$ cat src/rtl/mnist_uart_pkg.sv
// Shared definitions for the MNIST UART framing path (RX parser and TX formatter):
// frame layout defaults, parser FSM state encoding and per-frame error codes.
package mnist_uart_pkg;

   localparam int unsigned N_PIXELS_DEF    = 784;      // 28x28 payload bytes
   localparam logic [7:0]  SYNC0_DEF       = 8'hAA;
   localparam logic [7:0]  SYNC1_DEF       = 8'h55;
   localparam int unsigned TIMEOUT_CYC_DEF = 50_000;   // 1 ms at 50 MHz

   typedef enum logic [1:0] {
      ST_IDLE    = 2'd0,
      ST_SYNC1   = 2'd1,
      ST_PAYLOAD = 2'd2,
      ST_CHKSUM  = 2'd3
   } rx_state_e;

   typedef enum logic [1:0] {
      ERR_OK      = 2'd0,
      ERR_CSUM    = 2'd1,
      ERR_TIMEOUT = 2'd2
   } frame_err_e;

endpackage

$ cat src/rtl/byte_gap_timer.sv
// Inter-byte gap timer: counts cycles while enabled, cleared by every received byte.
// Saturates at TIMEOUT_CYC-1; 'expired' pulses in the cycle the count steps onto
// TIMEOUT_CYC-1, so a registered consumer reacts TIMEOUT_CYC cycles after the last byte.
module byte_gap_timer
   import mnist_uart_pkg::*;
#(
   parameter int unsigned TIMEOUT_CYC = TIMEOUT_CYC_DEF
) (
   input  logic clk,
   input  logic rst_n,
   input  logic clear,
   input  logic enable,
   output logic expired
);

   localparam int unsigned      TMR_W    = $clog2(TIMEOUT_CYC);
   localparam logic [TMR_W-1:0] TMR_LAST = TMR_W'(TIMEOUT_CYC - 1);
   localparam logic [TMR_W-1:0] TMR_PRE  = TMR_W'(TIMEOUT_CYC - 2);

   logic [TMR_W-1:0] timer_q;
   logic [TMR_W-1:0] timer_d;

   // Next count: a byte (or leaving the busy states) restarts the gap; otherwise count and saturate.
   always_comb begin
      timer_d = timer_q;
      expired = 1'b0;
      if (clear || !enable) begin
         timer_d = '0;
      end else begin
         if (timer_q != TMR_LAST) begin
            timer_d = timer_q + TMR_W'(1);
         end
         expired = (timer_q == TMR_PRE);
      end
   end

   // Gap counter register.
   always_ff @(posedge clk or negedge rst_n) begin
      if (!rst_n) begin
         timer_q <= '0;
      end else begin
         timer_q <= timer_d;
      end
   end

endmodule

$ cat src/rtl/mnist_frame_rx_parser.sv
// Receive-side framer between uart_rx and mnist_network_core: hunts the two-byte sync
// header, forwards N_PIXELS payload bytes cut-through as a pixel stream, verifies the
// trailing mod-256 checksum and reports a per-frame status (OK / bad checksum / timeout).
module mnist_frame_rx_parser
   import mnist_uart_pkg::*;
#(
   parameter int unsigned N_PIXELS    = N_PIXELS_DEF,
   parameter logic [7:0]  SYNC0       = SYNC0_DEF,
   parameter logic [7:0]  SYNC1       = SYNC1_DEF,
   parameter int unsigned TIMEOUT_CYC = TIMEOUT_CYC_DEF
) (
   input  logic       sys_clk,
   input  logic       sys_rst_n,
   input  logic [7:0] rx_byte,
   input  logic       rx_valid,
   output logic [7:0] pixel_out,
   output logic       pixel_valid,
   output logic       frame_start,
   output logic       frame_done,
   output logic [1:0] frame_err,
   output logic       busy
);

   localparam int unsigned      CNT_W    = $clog2(N_PIXELS + 1);
   localparam logic [CNT_W-1:0] CNT_LAST = CNT_W'(N_PIXELS - 1);

   rx_state_e        state_q,       state_d;
   logic [CNT_W-1:0] cnt_q,         cnt_d;
   logic [7:0]       sum_q,         sum_d;
   logic [7:0]       pixel_out_q,   pixel_out_d;
   logic             pixel_valid_q, pixel_valid_d;
   logic             frame_start_q, frame_start_d;
   logic             frame_done_q,  frame_done_d;
   frame_err_e       frame_err_q,   frame_err_d;
   logic             busy_q,        busy_d;
   logic             gap_expired;

   byte_gap_timer #(
      .TIMEOUT_CYC (TIMEOUT_CYC)
   ) u_gap_timer (
      .clk     (sys_clk),
      .rst_n   (sys_rst_n),
      .clear   (rx_valid),
      .enable  (busy_q),
      .expired (gap_expired)
   );

   // Frame FSM next-state and output decode; a received byte always takes priority over a timeout.
   always_comb begin
      state_d       = state_q;
      cnt_d         = cnt_q;
      sum_d         = sum_q;
      pixel_out_d   = pixel_out_q;
      pixel_valid_d = 1'b0;
      frame_start_d = 1'b0;
      frame_done_d  = 1'b0;
      frame_err_d   = frame_err_q;
      if (rx_valid) begin
         unique case (state_q)
            ST_IDLE: begin
               if (rx_byte == SYNC0) begin
                  state_d = ST_SYNC1;
               end
            end
            ST_SYNC1: begin
               if (rx_byte == SYNC1) begin
                  state_d       = ST_PAYLOAD;
                  frame_start_d = 1'b1;
                  cnt_d         = '0;
                  sum_d         = '0;
               end else if (rx_byte != SYNC0) begin
                  state_d = ST_IDLE;
               end
            end
            ST_PAYLOAD: begin
               pixel_out_d   = rx_byte;
               pixel_valid_d = 1'b1;
               sum_d         = sum_q + rx_byte;
               cnt_d         = cnt_q + CNT_W'(1);
               if (cnt_q == CNT_LAST) begin
                  state_d = ST_CHKSUM;
               end
            end
            ST_CHKSUM: begin
               frame_err_d  = (rx_byte == sum_q) ? ERR_OK : ERR_CSUM;
               frame_done_d = 1'b1;
               state_d      = ST_IDLE;
            end
            default: state_d = ST_IDLE;
         endcase
      end else if (gap_expired) begin
         unique case (state_q)
            ST_SYNC1: state_d = ST_IDLE;
            ST_PAYLOAD, ST_CHKSUM: begin
               frame_err_d  = ERR_TIMEOUT;
               frame_done_d = 1'b1;
               state_d      = ST_IDLE;
            end
            default: state_d = ST_IDLE;
         endcase
      end
      busy_d = (state_d != ST_IDLE);
   end

   // State, datapath and registered outputs; reset abandons any frame without a done pulse.
   always_ff @(posedge sys_clk or negedge sys_rst_n) begin
      if (!sys_rst_n) begin
         state_q       <= ST_IDLE;
         cnt_q         <= '0;
         sum_q         <= '0;
         pixel_out_q   <= '0;
         pixel_valid_q <= 1'b0;
         frame_start_q <= 1'b0;
         frame_done_q  <= 1'b0;
         frame_err_q   <= ERR_OK;
         busy_q        <= 1'b0;
      end else begin
         state_q       <= state_d;
         cnt_q         <= cnt_d;
         sum_q         <= sum_d;
         pixel_out_q   <= pixel_out_d;
         pixel_valid_q <= pixel_valid_d;
         frame_start_q <= frame_start_d;
         frame_done_q  <= frame_done_d;
         frame_err_q   <= frame_err_d;
         busy_q        <= busy_d;
      end
   end

   assign pixel_out   = pixel_out_q;
   assign pixel_valid = pixel_valid_q;
   assign frame_start = frame_start_q;
   assign frame_done  = frame_done_q;
   assign frame_err   = frame_err_q;
   assign busy        = busy_q;

endmodule
$ cat config.mk
export PLATFORM = sky130hd
export DESIGN_NAME = mnist_frame_rx_parser
export DESIGN_NICKNAME = d
export VERILOG_FILES = /design/src/rtl/mnist_uart_pkg.sv /design/src/rtl/byte_gap_timer.sv /design/src/rtl/mnist_frame_rx_parser.sv
export SDC_FILE = /design/constraint.sdc
export NUM_CORES = 1
export LEC_CHECK = 0
export CAP_MARGIN = 20
export CORE_MARGIN = 10
export CORE_UTILIZATION = 55
export DETAILED_ROUTE_END_ITERATION = 7
export PLACE_DENSITY_LB_ADDON = 0.1
export SYNTH_ARGS = -nofsm -noshare
export SYNTH_HDL_FRONTEND = slang
export SYNTH_HIERARCHICAL = 1
export SYNTH_SLANG_ARGS = --single-unit
$ cat constraint.sdc
create_clock -name sys_clk -period 6.8 [get_ports sys_clk]
set_clock_uncertainty 0.1 [all_clocks]
set_input_delay 1.7 -clock sys_clk [delete_from_list [all_inputs] [get_ports sys_clk]]
set_output_delay 1.7 -clock sys_clk [all_outputs]
set_load 0.02 [all_outputs]
==> flow_summary.html <==
<table>
<tr><th>Metric</th><th>Value</th></tr>
<tr><th colspan="2">Logic synthesis</th></tr>
<tr><td>EDFF count, synth</td><td>0</td></tr>
<tr><td>Largest cells by area after synthesis</td><td>dfrtp_1, nand2_1, ha_1</td></tr>
<tr><td>Primary FF master, synth</td><td>dfrtp_1</td></tr>
<tr><td>Synthesized area</td><td>around 2600 sq um</td></tr>
<tr><td>Synthesized area per cell</td><td>9.60 sq um</td></tr>
<tr><td>Post-synthesis sequential area ratio</td><td>47.4%</td></tr>
<tr><td>Library cells used by synthesis</td><td>47</td></tr>
<tr><td>Number of warnings reported in the yosys synthesis log</td><td>6</td></tr>
<tr><td>Fraction of post-synthesis cell area in the top cell type by area</td><td>a little under half</td></tr>
<tr><td>Flops &amp; latches, synth</td><td>50</td></tr>
<tr><td>Net count after synthesis</td><td>297</td></tr>
<tr><td>Largest area contributor in the synthesized netlist</td><td>dfrtp_1</td></tr>
<tr><td>Post-synthesis cell count</td><td>275</td></tr>
<tr><td>FFs w/ async S/R, synth</td><td>100%</td></tr>
<tr><th colspan="2">STA</th></tr>
<tr><td>Actual slew at the worst max-slew pin</td><td>around 0.6 ns</td></tr>
<tr><td>Final hold vios</td><td>0</td></tr>
<tr><td>Post-layout worst setup margin</td><td>between 3 and 4 ns</td></tr>
<tr><td>Final count of pins violating max slew</td><td>0</td></tr>
<tr><td>Highest attainable clock frequency</td><td>278 MHz</td></tr>
<tr><td>RSZ-0062 raised after global routing</td><td>no</td></tr>
<tr><td>Crit path time final</td><td>3.60 ns</td></tr>
<tr><td>Post-route fraction of the period consumed by the critical path</td><td>52.9%</td></tr>
<tr><td>Endpoints failing setup</td><td>0</td></tr>
<tr><td>Remaining max-slew budget at the tightest pin</td><td>59.8%</td></tr>
<tr><td>Sum Neg Setup Slack</td><td>0 ns</td></tr>
<tr><th colspan="2">Worst setup path</th></tr>
<tr><td>Register-to-register setup slack</td><td>4.45 ns</td></tr>
<tr><td>Kind of end point of the critical path</td><td>flop</td></tr>
<tr><td>Data required time of the critical path</td><td>6.89 ns</td></tr>
<tr><td>Highest net fanout along the worst path</td><td>9</td></tr>
<tr><td>Register-to-Register Path Depth</td><td>5</td></tr>
<tr><td>Launching element type of the critical path</td><td>input port</td></tr>
<tr><td>Crit path from</td><td>rx_valid</td></tr>
<tr><td>Crit path arrival time</td><td>3.69 ns</td></tr>
<tr><td>Setup Crit Path Kind</td><td>in -&gt; reg</td></tr>
<tr><td>RR Startpoint</td><td>u_gap_timer/timer_q[7]$_DFFE_PN0P_</td></tr>
<tr><td>Reg-to-Reg End</td><td>busy$_DFF_PN0_</td></tr>
<tr><td>CP Capture Point</td><td>busy$_DFF_PN0_</td></tr>
<tr><th colspan="2">Clock tree</th></tr>
<tr><td>Clock root buffer</td><td>clkbuf_8</td></tr>
<tr><td>Cts bufs inserted</td><td>5</td></tr>
<tr><td>Cts repair resizes</td><td>0</td></tr>
<tr><td>Hold-fix buffer count after cts</td><td>0</td></tr>
<tr><td>Clk Latency, worst-skew pair</td><td>0.31 ns</td></tr>
<tr><td>TritonCTS clock tree</td><td>done</td></tr>
<tr><td>Number of setup buffers added after CTS</td><td>0</td></tr>
<tr><td>Clock transition time at the flip-flop clock pins of the worst setup and hold paths</td><td>0.08 ns</td></tr>
<tr><td>Maximum buffer depth of the clock tree</td><td>2</td></tr>
<tr><td>Clock net sink count</td><td>50</td></tr>
<tr><td>Htree depth</td><td>2</td></tr>
<tr><th colspan="2">Floorplanning</th></tr>
<tr><td>Number of cell rows</td><td>25</td></tr>
<tr><td>Boundary pin count</td><td>25</td></tr>
<tr><td>Die Footprint</td><td>~8000 sq um</td></tr>
<tr><td>Die width</td><td>89.3 um</td></tr>
<tr><td>Die span in y</td><td>89.3 um</td></tr>
<tr><td>Starting utilization of the core area</td><td>56.3%</td></tr>
<tr><td>Total core area</td><td>4690 sq um</td></tr>
<tr><th colspan="2">Global routing</th></tr>
<tr><td>Initial antenna violation count</td><td>0</td></tr>
<tr><td>Wire length of the first global-routing pass</td><td>8.99 mm</td></tr>
<tr><td>Global-route congestion overflow total</td><td>0</td></tr>
<tr><td>Aggregate global-route resource usage</td><td>14.6%</td></tr>
<tr><td>Largest net degree at the start of global routing</td><td>51</td></tr>
<tr><td>Number of global-route vias before repair</td><td>~1,900</td></tr>
<tr><th colspan="2">Routing</th></tr>
<tr><td>Post-Route WL</td><td>5.36 mm</td></tr>
<tr><td>DRC marker count from the first detailed-route iteration</td><td>73</td></tr>
<tr><td>Vias</td><td>just under 2,000</td></tr>
<tr><td>Average routed wire per standard cell</td><td>approximately 15 um</td></tr>
<tr><td>Pre-antenna DRT Iters</td><td>4</td></tr>
<tr><td>Via density</td><td>5.61</td></tr>
<tr><td>Post-detailed-route DRC marker count</td><td>0</td></tr>
<tr><td>Number of nets still failing antenna checks after routing</td><td>0</td></tr>
<tr><th colspan="2">Final layout</th></tr>
<tr><td>Share of layout cells above drive strength 1</td><td>6.00%</td></tr>
<tr><td>Relative area change from synthesis to final layout</td><td>14.4%</td></tr>
<tr><td>Final net count</td><td>between 300 and 400</td></tr>
<tr><td>Ant. Diodes</td><td>0</td></tr>
<tr><td>Most common cell after layout, fill and taps aside</td><td>nand2_1</td></tr>
<tr><td>Highest-count cells in the layout ignoring fill and taps</td><td>nand2_1, dfrtp_1, nor2_1, clkdlybuf4s50_1, o21ai_0</td></tr>
<tr><td>Fill cell total of the finished layout</td><td>388</td></tr>
<tr><th colspan="2">Placement</th></tr>
<tr><td>Minimum setup slack after placement</td><td>2.86 ns</td></tr>
<tr><td>Routability cong.</td><td>0.954</td></tr>
<tr><td>Detailed placement HPWL</td><td>3.92 mm</td></tr>
<tr><td>Port bufs</td><td>24</td></tr>
<tr><th colspan="2">Run status</th></tr>
<tr><td>Outcome</td><td>complete, no violations</td></tr>
<tr><th colspan="2">Job</th></tr>
<tr><td>Max-cap viol count</td><td>0</td></tr>
<tr><th colspan="2">Pwr</th></tr>
<tr><td>Worst supply voltage drop on vdd</td><td>between 0.1 and 0.15 mV</td></tr>
<tr><td>Static power due to leakage</td><td>about 0.0014 uW</td></tr>
<tr><td>Cell Pwr Density</td><td>175 nW/um^2</td></tr>
<tr><th colspan="2">Worst hold path</th></tr>
<tr><td>HP Class</td><td>reg -&gt; reg</td></tr>
</table>
## how the worst min path moves through the flow
stage	slack [ns]	from	end	cells after the start
3_5_place_dp	0.36	pixel_out[3]$_DFFE_PN0P_	pixel_out[3]$_DFFE_PN0P_	2
2_1_floorplan	0.35	sum_q[2]$_DFFE_PN0P_	sum_q[2]$_DFFE_PN0P_	2
3_3_place_gp	0.36	pixel_out[5]$_DFFE_PN0P_	pixel_out[5]$_DFFE_PN0P_	2
5_1_grt	0.40	pixel_out[3]$_DFFE_PN0P_	pixel_out[3]$_DFFE_PN0P_	2
4_1_cts	0.38	pixel_out[3]$_DFFE_PN0P_	pixel_out[3]$_DFFE_PN0P_	2
6_report	0.38	pixel_out[4]$_DFFE_PN0P_	pixel_out[4]$_DFFE_PN0P_	2
## routing by layer
metal | track usage, % | part of all wire, % | routed length, um
met5 | 0 | 0 | 0
met4 | 6.36 | 2.8 | 148
met3 | 4.01 | 2.9 | 153
met2 | 20.5 | 45 | 2390
met1 | 20.3 | 50 | 2670
## flip-flops by register name, summed over array words and instances (netlist names)
name,cells
busy,1
cnt_q,10
frame_done,1
frame_err,2
frame_start,1
pixel_out,8
pixel_valid,1
state_q,2
sum_q,8
u_gap_timer/timer_q,16
## cell families (layout without fill, tap and decap cells)
family                     Yosys count  count (layout)  share of synthesized area, %
and+or+nand+nor                    134             134                          27.0
muxes                                3               3                          1.18
AOI/OAI and AO/OA                   43              43                          9.62
adders and majority gates           11              11                          5.50
xor gates and xnor gates            21              21                          6.96
buffers and inverters               13              38                          2.32
DFF                                 50              50                          47.4
## per-stage QoR
stage	total power, uW	utilization [%]	std cells	hold WS (ns)	instance area [sq um]
2_1_floorplan	324	-	275	0.352	2640
3_3_place_gp	344	62.2	346	0.360	2920
3_5_place_dp	344	62.2	346	0.364	2920
4_1_cts	535	64.4	354	0.385	3020
5_1_grt	552	64.4	354	0.405	3020
6_report	528	64.4	354	0.384	3020
## cell usage after synthesis, types with 4 or more instances
library cell  instances
nor2_1               23
nand4_1               7
nand2_1              51
ha_1                 10
a21oi_1              10
dfrtp_1              50
nand2b_1              4
xnor2_1               9
o21ai_0              20
nand3_1              13
xor2_1               12
or3_1                 4
clkbuf_1              5
## area by class of cell
class / count / area (sq um) / share of cell area [%]
Tap cell: 54 / 67.6 / 2.24
Clock inverter: 1 / 8.76 / 0.290
Timing Repair Buffer: 27 / 258 / 8.53
Clock buffer: 7 / 96.3 / 3.19
Sequential cell: 50 / 1250 / 41.4
Multi-Input combinational cell: 212 / 1330 / 44.0
Inverter: 3 / 11.3 / 0.373
## worst max-delay path, cell delays in order
cell and delay [ns]:
clkdlybuf4s50_1 0.55, nor2b_1 0.30, nand4_1 0.12, nor4_1 0.37, mux2i_1 0.17, a21o_1 0.21
or2_2 0.26
## report_power, final
group | total (uW) | switching (uW) | internal, uW
Clock | 191 | 97.4 | 93.3
Sequential | 302 | 1.90 | 300
Combinational | 36.0 | 20.4 | 15.6
Power figures use the tool's default switching activity.
